--- src/rtl/fmaj_pkg.sv ---
// Shared helpers and state encoding for the folded majority evaluator.
// Pure constant functions; no logic.
package fmaj_pkg;

    localparam logic S_ACCUM = 1'b0;
    localparam logic S_HOLD  = 1'b1;

    function automatic int f_clog2(input int v);
        int r;
        r = 0;
        while ((1 << r) < v) r = r + 1;
        return r;
    endfunction

    function automatic int f_nbeats(input int n, input int w);
        return (n + w - 1) / w;
    endfunction

    // Number of live vote bits in the final beat.
    function automatic int f_lastw(input int n, input int w);
        return n - (f_nbeats(n, w) - 1) * w;
    endfunction

    function automatic int f_maj_thr(input int n);
        return n / 2 + 1;
    endfunction

endpackage

--- src/rtl/fmaj_popcnt_w.sv ---
// Combinational W-bit popcount built as a recursive halving adder tree.
// Latency: 0 cycles. Backpressure: none (pure combinational).
module fmaj_popcnt_w
    import fmaj_pkg::*;
#(
    parameter  int W  = 8,
    localparam int OW = $clog2(W + 1)
) (
    input  logic [W-1:0]  bits_i,
    output logic [OW-1:0] cnt_o
);

    generate
        if (W == 1) begin : g_leaf
            assign cnt_o = bits_i;
        end else begin : g_split
            localparam int WL = W / 2;
            localparam int WH = W - WL;
            localparam int OL = f_clog2(WL + 1);
            localparam int OH = f_clog2(WH + 1);

            logic [OL-1:0] cnt_lo;
            logic [OH-1:0] cnt_hi;

            fmaj_popcnt_w #(.W(WL)) u_lo (
                .bits_i (bits_i[WL-1:0]),
                .cnt_o  (cnt_lo)
            );

            fmaj_popcnt_w #(.W(WH)) u_hi (
                .bits_i (bits_i[W-1:WL]),
                .cnt_o  (cnt_hi)
            );

            assign cnt_o = OW'(cnt_lo) + OW'(cnt_hi);
        end
    endgenerate

endmodule

--- src/rtl/folded_maj_eval.sv ---
// Folded majority/threshold evaluator: N votes arrive as NB beats of W bits; optional out_count via FMAJ_COUNT_OUT_EN.
// Latency: out_valid rises the cycle after the final beat is accepted; one result per NB cycles sustained.
// Backpressure: in_ready = !out_valid || out_ready; a held result stalls the input stream.
module folded_maj_eval
    import fmaj_pkg::*;
#(
    parameter int N  = 55,
    parameter int W  = 8,
    parameter int CW = $clog2(N + 1)
) (
    input  logic          clk,
    input  logic          rst_n,
    input  logic          in_valid,
    output logic          in_ready,
    input  logic [W-1:0]  in_data,
    input  logic [CW-1:0] thr_i,
    output logic          out_valid,
    input  logic          out_ready,
`ifdef FMAJ_COUNT_OUT_EN
    output logic [CW-1:0] out_count,
`endif
    output logic          out_y
);

    localparam int NB    = f_nbeats(N, W);
    localparam int LASTW = f_lastw(N, W);
    localparam int BCW   = (NB > 1) ? f_clog2(NB) : 1;
    localparam int PW    = f_clog2(W + 1);
    localparam logic [W-1:0]   LAST_MASK = {W{1'b1}} >> (W - LASTW);
    localparam logic [BCW-1:0] BEAT_LAST = BCW'(NB - 1);

    logic           state_q, state_d;
    logic [BCW-1:0] beat_q, beat_d;
    logic [CW-1:0]  acc_q, acc_d;
    logic [CW-1:0]  thr_q, thr_d;
    logic           out_y_q, out_y_d;

    logic           accept;
    logic           is_first;
    logic           is_last;
    logic [W-1:0]   beat_bits;
    logic [PW-1:0]  beat_cnt;
    logic [CW-1:0]  acc_sum;
    logic [CW-1:0]  thr_smp;
    logic [CW-1:0]  thr_eff;

    assign out_valid = (state_q == S_HOLD);
    assign in_ready  = !out_valid || out_ready;
    assign accept    = in_valid && in_ready;
    assign is_first  = (beat_q == '0);
    assign is_last   = (beat_q == BEAT_LAST);

    // Pad bits beyond vote N-1 in the final beat must never be counted.
    assign beat_bits = is_last ? (in_data & LAST_MASK) : in_data;

    fmaj_popcnt_w #(.W(W)) u_popcnt (
        .bits_i (beat_bits),
        .cnt_o  (beat_cnt)
    );

    assign acc_sum = (is_first ? '0 : acc_q) + CW'(beat_cnt);
    assign thr_smp = (thr_i == '0) ? CW'(f_maj_thr(N)) : thr_i;
    // With a single beat the threshold is sampled and used in the same cycle.
    assign thr_eff = is_first ? thr_smp : thr_q;

    always_comb begin
        state_d = state_q;
        beat_d  = beat_q;
        acc_d   = acc_q;
        thr_d   = thr_q;
        out_y_d = out_y_q;

        if (state_q == S_HOLD && out_ready) begin
            state_d = S_ACCUM;
        end

        if (accept) begin
            acc_d = acc_sum;
            if (is_first) begin
                thr_d = thr_smp;
            end
            if (is_last) begin
                out_y_d = (acc_sum >= thr_eff);
                state_d = S_HOLD;
                beat_d  = '0;
            end else begin
                beat_d  = beat_q + BCW'(1);
            end
        end
    end

    always_ff @(posedge clk or negedge rst_n) begin
        if (!rst_n) begin
            state_q <= S_ACCUM;
            beat_q  <= '0;
            acc_q   <= '0;
            thr_q   <= '0;
            out_y_q <= 1'b0;
        end else begin
            state_q <= state_d;
            beat_q  <= beat_d;
            acc_q   <= acc_d;
            thr_q   <= thr_d;
            out_y_q <= out_y_d;
        end
    end

    assign out_y = out_y_q;

`ifdef FMAJ_COUNT_OUT_EN
    logic [CW-1:0] count_q, count_d;

    always_comb begin
        count_d = count_q;
        if (accept && is_last) begin
            count_d = acc_sum;
        end
    end

    always_ff @(posedge clk or negedge rst_n) begin
        if (!rst_n) begin
            count_q <= '0;
        end else begin
            count_q <= count_d;
        end
    end

    assign out_count = count_q;
`endif

endmodule

--- config.mk ---
export PLATFORM = sky130hd
export DESIGN_NAME = folded_maj_eval
export DESIGN_NICKNAME = d
export VERILOG_FILES = /design/src/rtl/fmaj_pkg.sv /design/src/rtl/fmaj_popcnt_w.sv /design/src/rtl/folded_maj_eval.sv
export SDC_FILE = /design/constraint.sdc
export NUM_CORES = 1
export LEC_CHECK = 0
export ABC_AREA = 1
export CORE_ASPECT_RATIO = 1.5
export CORE_MARGIN = 4
export CORE_UTILIZATION = 53
export DETAILED_ROUTE_END_ITERATION = 16
export HOLD_SLACK_MARGIN = 0.08
export PLACE_DENSITY = 0.83
export SYNTH_ARGS = -nofsm -noshare
export SYNTH_HDL_FRONTEND = slang
export SYNTH_SLANG_ARGS = --single-unit
--- constraint.sdc ---
create_clock -name clk -period 4.1 [get_ports clk]
set_input_delay 0.82 -clock clk [delete_from_list [all_inputs] [get_ports clk]]
set_output_delay 0.82 -clock clk [all_outputs]
set_load 0.05 [all_outputs]
; ---- Yosys cells after proc, flatten, opt, wreduce, memory -nomap -nowiden
; Cells that the tools add are included.
[word_totals]
latchBits = 0
romBits = 0
n_memories = 0
inputBits = 18
reg_bits = 17
ram_bits = 0
word_cells = 31
[op_classes]
n_shift = 0
bitwise = 0
order_cmp = 1
n_addsub = 9
n_div = 0
muxes = 8
n_reduce_logical = 7
n_mul = 0
n_eq_ne = 1
[ops]
columns = cell, n
row1 = $mux 6, 3
row2 = $add 1x1->2, 4
row3 = $mux 8, 1
row4 = $add 2x2->3, 2
row5 = $add 6x4->6, 1
row6 = $ge 6x6->1, 1
row7 = $logic_not 6->1, 1
row8 = $add 3x3->4, 1
row9 = $add 3x1->3 const B, 1
row10 = $eq 3x3->1 const B, 1
row11 = $logic_not 3->1, 1
row12 = $mux 1, 3
row13 = $mux 3, 1
row14 = $logic_and 1x1->1, 2
row15 = $reduce_and 2->1, 1
row16 = $logic_not 1->1, 1
row17 = $logic_or 1x1->1, 1

; ---- Depth between registers and ports, before layout
; Gate-level depths: netlist (run 1).
[logic_depth]
ltp_word = 7
ltp_mapped = 22
depth_no_buf = 22

; ---- Modules after synthesis
; A second synthesis (run 1) with hierarchy kept.
[unflattened]
hier_cells = 192
hier_area_um2 = 1473.9
[by_module_without_submodules]
columns = mod, instances, cells_each, area_each_um2, seq_area_each_um2
row1 = folded_maj_eval, 1, 153, 1162.4, 425.4
row2 = fmaj_popcnt_w (u_popcnt.g_split.u_hi ...), 2, 7, 51.3, 0.0
row3 = fmaj_popcnt_w (u_popcnt), 1, 13, 98.8, 0.0
row4 = fmaj_popcnt_w (u_popcnt.g_split.u_hi.g_split.u_hi.g_split.u_hi ...), 8, 1, 7.5, 0.0
row5 = fmaj_popcnt_w (u_popcnt.g_split.u_hi.g_split.u_hi ...), 4, 1, 12.5, 0.0

; ---- Least setup slack after synthesis (run 1)
; OpenSTA, ideal clock, no wires.
[synth_timing]
path_kind = input port to flip-flop
start = in in_data[0]
end = reg out_y_q, in the netlist out_y
setup_slack_ns = 0.047
path_buffers = 0
arrival_time_ns = 3.935
required_ns = 3.982
stages = 19
cell_sequence = fa_1 -> inv_1 -> fa_1 -> fa_1 -> inv_1 -> fa_1 -> inv_1 -> fa_1 -> o21ai_1 -> nand2_1 -> nand3_1 -> nand2_1 -> ha_1 -> nand2_1 -> inv_1 -> o211ai_1 -> nand3_1 -> nand2_1 -> nand2_1
[synth_between]
elab_chain_cells = 6
[synth_rtl]
columns = element, line_no
row1 = start: declaration, folded_maj_eval.sv:15  ; input logic [W-1:0] in_data,
row2 = $mux 8, folded_maj_eval.sv:54  ; assign beat_bits = is_last ? (in_data & LAST_MASK) : in_data;
row3 = $add 1x1->2, fmaj_popcnt_w.sv:35  ; assign cnt_o = OW'(cnt_lo) + OW'(cnt_hi);
row4 = $add 2x2->3, fmaj_popcnt_w.sv:35
row5 = $add 3x3->4, fmaj_popcnt_w.sv:35
row6 = $add 6x4->6, folded_maj_eval.sv:61  ; assign acc_sum = (is_first ? '0 : acc_q) + CW'(beat_cnt);
row7 = via acc_sum[4], folded_maj_eval.sv:43  ; logic [CW-1:0] acc_sum;
row8 = $ge 6x6->1, folded_maj_eval.sv:83  ; out_y_d = (acc_sum >= thr_eff);
row9 = end signal: assignment, folded_maj_eval.sv:104  ; out_y_q <= out_y_d;
row10 = end: declaration, folded_maj_eval.sv:36  ; logic out_y_q, out_y_d;
; The timed path passes the listed nets, and every way through them passes these cells.
; A chain may end at the register's enable or synchronous reset.

; ---- Worst setup path after layout (run 1)
; Ends and elaborated chain as after synthesis.

==> summary.md, run 1 <==
| Metric | Value |
|---|---|
| Status | `complete, no violations` |
| # IOs | `21` |
| Dominant cells by area after synthesis | `dfrtp_1 32%, nand2_1 12%, ha_1 11%` |
| Post-Syn Area | `1330 sq um` |
| Period utilization | `99.2%` |
| Clk slew on worst S/H paths | `0.12 ns` |
| Synth Instances | `166` |
| Cell row count | `22` |
| Max-slew headroom | `46.8%` |
| Worst Max-Slew Pin Slew | `0.796 ns` |
| CTS tree | `done` |
| Final setup margin | `0.0331 ns` |
| Synth async-reset ratio | `100%` |
| CP endpoint kind | `flop` |
| Die area | `3390 sq um` |
| GP Congestion | `0.837` |
| CTS root buf | `clkbuf_4` |
| Worst Path Arrival | `4.29 ns` |
| Adder-cell share of the synthesized area | `18.8%` |
| Crit Reg-Reg Startpoint | `beat_q[2]` |
| Largest family of logic cells by synthesized area | `simple AND/OR/NAND/NOR gates` |
| Warnings, synthesis | `0` |
| Post-synth EDFFs | `0` |
| Setup WS pre-CTS | `-0.656 ns` |
| CP delay by family, top | `adder cells` |
| Core Area | `2420 sq um` |
| Minimum hold slack | `0.502 ns` |
| Power Dens Cells | `1010 nW/um^2` |
| Antenna violations before repair | `0` |
| Vias | `1,198` |
| Sequential-to-total area share from yosys stat | `32.0%` |
| Layout Nets | `233` |
| Leak | `0.000898 uW` |
| Area leader, netlist | `dfrtp_1` |
| HP Start | `acc_q[4]` |
| Synth Area in XOR/XNOR | `1.32%` |
| CP startpoint kind | `input pin` |
| Post-synth top area share | `32.0%` |
| DR vias/cell | `5.42` |
| Hold Vio Cnt, Final | `0` |
| TritonCTS Sinks | `17` |
| Worst Path Required | `4.32 ns` |
| Gr usage total | `19.5%` |
| Synth Area in Compound Gates | `11.3%` |
| Multiplexer share of the synthesized area | `0%` |
| Largest stage delay on the critical path | `0.55 ns` |
| # Max-Cap Violations | `0` |
| Number of DRC violations after detailed-routing iteration 0 | `33` |
| Critical path class | `in -> reg` |
| Share of cells above drive strength 1 | `27.9%` |
| Vert. Die Dim | `69.3 microns` |
| Max VDD drop | `0.636 mV` |
| HP Class | `reg -> reg` |
| Yosys cell types | `29` |
| DR WL/cell | `15.1 microns` |
| Slowest library cell on the worst path | `fa_1` |
| Peak Freq | `246 MHz` |
| Cell area after layout | `1730 sq um` |
| Synth cell count leaders | `41 x nand2_1, 27 x inv_1, 17 x dfrtp_1` |
| DR pass1 iterations | `4` |
| Count leader, synth | `nand2_1` |
| Area share of and/or/nand/nor cells after synthesis | `25.2%` |
| Area Growth Syn to Fin | `30.3%` |
| Die X | `48.9 microns` |
| Yosys reg bits | `17` |
| Final Max Tran Viols | `0` |
| Critical Path, Cell by Cell | `buf_6 -> fa_1 -> inv_2 -> fa_1 -> fa_1 -> inv_2 -> fa_2 -> inv_2 -> fa_2 -> o21ai_2 -> nand2_2 -> nand2_1 -> nand2_1 -> nand2_2 -> ha_4 -> nand2_4 -> inv_2 -> o211ai_1 -> nand3_1 -> nand2_1 -> nand2_1` |
| Number of diodes | `0` |
| DP HPWL | `2.36 mm` |
| Crit-path max FO | `2` |
| CTS Buf Count | `3` |
| Final min period | `4.07 ns` |
| First-pass GRT wire length | `5.31 mm` |
| # setup viols final | `0` |
| Final Skew | `0.0136 ns` |
| Total gr overflow | `0` |
| DRT Wirelength | `3.34 mm` |
| Worst Path Buf+Inv | `5` |
| Vias in the first global route | `1,274` |
| Primary FF master, synth | `dfrtp_1` |
| Syn avg cell area | `8.00 sq um` |
| CTS Hold Bufs | `0` |
| Max H-tree Level | `1` |
| PortBufs | `20` |
| Overall power | `1750 uW` |
| Largest net degree at the start of global routing | `20` |
| RSZ-0062 raised after global routing | `yes` |
| # DRC | `0` |
| Clk_lat worst skew | `0.32 ns` |
| Synth Net Count | `201` |
| Routed Antenna Nets | `0` |
| Post-DP Area | `1570 sq um` |
| Clock Tree Buf Depth | `2` |
| Starting Density | `54.9%` |
| CP startpoint | `in_data[0]` |
[report_power, final]
group          leakage (uW)  switching, uW  internal (uW)  total, uW
logic              0.000666            702            649       1350
clock network     0.0000177           62.0           36.5       98.5
registers          0.000214           55.3            240        296
[worst paths after layout]
check / endpoint / slack, ns / depth (start not counted)
max in group asynchronous: thr_q[3] / 2.64 / 1
min in group asynchronous: thr_q[5] / 0.95 / 1
worst max register to register: out_y / 0.32 / 22
worst min register to register: acc_q[4] / 0.50 / 2
worst max-delay path: out_y / 0.03 / 21
worst min-delay path: acc_q[4] / 0.50 / 2
[cells by family after synthesis]
family / after synthesis
compound gates: 24
fa+ha+maj: 17
buf+inv: 35
xor+xnor: 2
simple gates: 71
flops: 17
[final cells by class]
class	instances	area [sq um]
well taps	24	30.0
clock inverters	1	5.00
clock buffers	3	22.5
fillers	196	691
flip-flops and latches	17	425
inverters	32	123
repair buffers	30	270
multi-input cells	114	856
[sequential cells by signal, summed over array words and instances, names as in the netlist]
name	flops
acc_q	6
thr_q	6
beat_q	3
out_valid	1
out_y	1
[routing by layer]
metal / wire length (microns) / track usage [%] / vias up
li1: - / - / 580
met1: 1190 / 20.2 / 586
met2: 1980 / 36.9 / 26
met3: 94 / 2.15 / 6
met4: 79 / 9.88 / 0
met5: 0 / 0 / -
[worst reg2reg max path, stage by stage (launching register included)]
cell and delay, ns:
dfrtp_1 0.46, inv_1 0.06, nor3_1 0.22, inv_1 0.12
nand2_1 0.09, fa_1 0.44, fa_1 0.51, inv_2 0.07
fa_2 0.20, inv_2 0.04, fa_2 0.34, o21ai_2 0.17
nand2_2 0.09, nand2_1 0.06, nand2_1 0.06, nand2_2 0.11
ha_4 0.21, nand2_4 0.06, inv_2 0.04, o211ai_1 0.08
nand3_1 0.12, nand2_1 0.08, nand2_1 0.05
[layout by cell type (no fill, tap or decap), types with 3 or more instances in the layout]
cell / instances
dfrtp_1: 17
nand2_2: 4
clkdlybuf4s50_1: 17
ha_4: 4
o21ai_1: 9
clkbuf_4: 3
fa_1: 3
inv_1: 22
o21ai_0: 4
nand3_1: 4
ha_1: 8
buf_4: 9
nand3_2: 3
nor2_1: 10
inv_2: 9
nand2_1: 37
o21ai_2: 3
nand2_4: 4
[stage by stage]
stage	utilization, %	instances	TNS [ns]
floorplan	-	166	0
global placement	64.8	212	-0.677
detailed placement	64.8	212	-1.04
CTS	67.3	221	0
global route	71.5	221	-0.165
finish	71.5	221	0
[what timing repair did]
| item | CTS | global route |
|---|---|---|
| setup endpoints to repair | 1 | 2 |
| pin swaps | 14 | 16 |
| resized for setup | 14 | 22 |
| buffers inserted | 5 | 1 |
| hold endpoints to repair | 0 | 0 |
No activity file was read; power rests on OpenSTA's default activity.
==> run 2, diff against run 1 <==
--- a/config.mk
+++ b/config.mk
@@ -6,9 +6,11 @@
 export NUM_CORES = 1
 export LEC_CHECK = 0
 export ABC_AREA = 1
+export CELL_PAD_IN_SITES_DETAIL_PLACEMENT = 1
+export CELL_PAD_IN_SITES_GLOBAL_PLACEMENT = 1
 export CORE_ASPECT_RATIO = 1.5
 export CORE_MARGIN = 4
-export CORE_UTILIZATION = 53
+export CORE_UTILIZATION = 39
 export DETAILED_ROUTE_END_ITERATION = 16
 export HOLD_SLACK_MARGIN = 0.08
 export PLACE_DENSITY = 0.83
==> summary.md, run 2 (synthesized netlist as in run 1, its figures left out) <==
| Metric | Value |
|---|---|
| GP Congestion | `0.863 (+3.1%)` |
| TritonCTS Sinks | `17 (unchanged)` |
| Worst Path Buf+Inv | `6 (+1)` |
| Largest stage delay on the critical path | `0.54 ns (about the same)` |
| Clock Tree Buf Depth | `2 (unchanged)` |
| Vias | `1,187 (-0.92%)` |
| FF/Latch Area | `425 sq um (unchanged)` |
| Post-DP Area | `1590 sq um (+1.3%)` |
| Vias in the first global route | `1,279 (+0.39%)` |
| Setup WS pre-CTS | `-0.685 ns (-0.0296 ns)` |
| HP Class | `reg -> reg` |
| Die X | `55.7 microns (+14%)` |
| Antenna violations before repair | `0 (unchanged)` |
| Worst Max-Slew Pin Slew | `0.788 ns (-0.00758 ns)` |
| Gr usage total | `17.0% (-2.6 points)` |
| Layout Nets | `231 (-0.86%)` |
| Max H-tree Level | `1 (unchanged)` |
| CTS root buf | `clkbuf_8` |
| # IOs | `21 (unchanged)` |
| Final Skew | `0.00464 ns (-0.00895 ns)` |
| Slowest library cell on the worst path | `fa_1` |
| DR vias/cell | `5.05 (-6.8%)` |
| Max VDD drop | `0.549 mV (-14%)` |
| Clk_lat worst skew | `0.26 ns (-0.06 ns)` |
| Power Dens Cells | `1020 nW/um^2 (+1.3%)` |
| Peak Freq | `240 MHz (-2.3%)` |
| Status | `finished, violations left` |
| Leak | `0.000889 uW (-0.99%)` |
| RSZ-0062 raised after global routing | `yes` |
| DRT Wirelength | `3.63 mm (+8.7%)` |
| Hold Vio Cnt, Final | `0 (unchanged)` |
| Worst Path Required | `4.25 ns (-0.07 ns)` |
| CP endpoint kind | `flop` |
| Critical path class | `in -> reg` |
| Largest registers | `acc_q x6, thr_q x6, beat_q x3` |
| Overall power | `1780 uW (+2.0%)` |
| # Max-Cap Violations | `0 (unchanged)` |
| Area Growth Syn to Fin | `31.3%` |
| Cell row count | `25 (+14%)` |
| Routed Antenna Nets | `0 (unchanged)` |
| First-pass GRT wire length | `5.87 mm (+11%)` |
| CTS Buf Count | `3 (unchanged)` |
| PortBufs | `20 (unchanged)` |
| Core Area | `3220 sq um (+33%)` |
| # setup viols final | `1 (+1)` |
| Number of diodes | `0 (unchanged)` |
| Share of cells above drive strength 1 | `24.1% (-3.8 points)` |
| Crit-path max FO | `2 (unchanged)` |
| Critical Path, Cell by Cell | `buf_6 -> fa_1 -> inv_2 -> fa_1 -> fa_1 -> inv_1 -> fa_2 -> inv_2 -> fa_2 -> inv_2 -> ha_4 -> inv_1 -> nor2_1 -> o211ai_1 -> nand3_1 -> nand2_1 -> nand2_1` |
| Period utilization | `102% (+2.4 points)` |
| Largest net degree at the start of global routing | `20 (unchanged)` |
| Most common cell after layout, fill and taps aside | `nand2_1` |
| Starting Density | `41.2% (-14 points)` |
| DR pass1 iterations | `4 (unchanged)` |
| Max-slew headroom | `47.3% (+0.51 points)` |
| CTS tree | `done` |
| Cell area after layout | `1740 sq um (+0.72%)` |
| Die area | `4420 sq um (+31%)` |
| Commonest non-fill, non-tap cells in the layout | `39 x nand2_1, 23 x inv_1, 17 x dfrtp_1, 17 x clkdlybuf4s50_1` |
| Final setup margin | `-0.0647 ns (-0.0978 ns)` |
| Number of fill cells in the layout | `407 (+110%)` |
| Total gr overflow | `0 (unchanged)` |
| DR WL/cell | `15.4 microns (+2.2%)` |
| DP HPWL | `2.77 mm (+17%)` |
| CP startpoint kind | `input pin` |
| Vert. Die Dim | `79.5 microns (+15%)` |
| CTS Hold Bufs | `0 (unchanged)` |
| Final min period | `4.16 ns (+0.0978 ns)` |
| Number of DRC violations after detailed-routing iteration 0 | `18 (-45%)` |
| Final Max Tran Viols | `0 (unchanged)` |
| Violated checks | `setup timing` |
| Multi-input combinational cell area | `843 sq um (-1.5%)` |
| Worst Path Arrival | `4.32 ns (+0.03 ns)` |
| CP delay by family, top | `adder cells` |
| # DRC | `0 (unchanged)` |
| Clk slew on worst S/H paths | `0.07 ns (-0.05 ns)` |
run 2: cell types whose count changed in the layout (fill, tap and decap cells not counted), sizes merged:
cell and change:
buf -1, clkinv -1
run 2: cell type report:
type	count	share of cell area [%]
Sequential cell	17	24.4
Clock buffer	4	2.58
Timing Repair Buffer	28	14.8
Multi-Input combinational cell	114	48.4
Tap cell	40	2.87
Inverter	32	7.03
run 2: path summary, 6_finish.rpt:
path	from	to	slack, ns	cells past startpoint
max reg2reg	beat_q[0]	out_y	0.28	17
min in group asynchronous	rst_n	thr_q[0]	1.01	1
min reg2reg	acc_q[4]	acc_q[4]	0.49	2
max	in_data[1]	out_y	-0.06	17
max in group asynchronous	rst_n	beat_q[1]	2.59	1
min	acc_q[4]	acc_q[4]	0.49	2
run 2: metrics by stage:
| stage | utilization [%] | hold WS [ns] | instances | TNS, ns |
|---|---|---|---|---|
| after global placement | 49.3 | 0.469 | 228 | -0.692 |
| final | 54.1 | 0.486 | 235 | -0.0647 |
| after detailed placement | 49.3 | 0.473 | 228 | -0.998 |
| after CTS | 52.0 | 0.483 | 233 | 0 |
| after global routing | 54.1 | 0.517 | 235 | -0.194 |
| after floorplan | - | 0.449 | 166 | 0 |
run 2: timing repair:
| item | CTS | global route |
|---|---|---|
| pin swaps | 15 | 15 |
| buffers inserted | 1 | 2 |
| setup endpoints to repair | 1 | 1 |
| gates resized for setup | 22 | 9 |
run 2: routing by layer:
| metal | global-route usage (%) | part of all wire [%] | vias to the layer above |
|---|---|---|---|
| li1 | - | - | 576 |
| met1 | 17.6 | 36 | 576 |
| met2 | 33.9 | 59 | 26 |
| met3 | 1.29 | 2.7 | 9 |
| met4 | 7.54 | 2.5 | 0 |
| met5 | 0 | 0 | - |
run 2: tightest hold or removal path, cell delays in order (launching register included):
cell and delay [ns]:
dfrtp_1 0.34, nand2_1 0.05, nand2_1 0.06
run 2: power breakdown:
part | internal (uW) | switching (uW) | leakage (uW)
logic | 631 | 722 | 0.000652
clock network | 69.2 | 63.1 | 0.0000228
registers | 241 | 54.2 | 0.000214
total | 941 | 839 | 0.000889
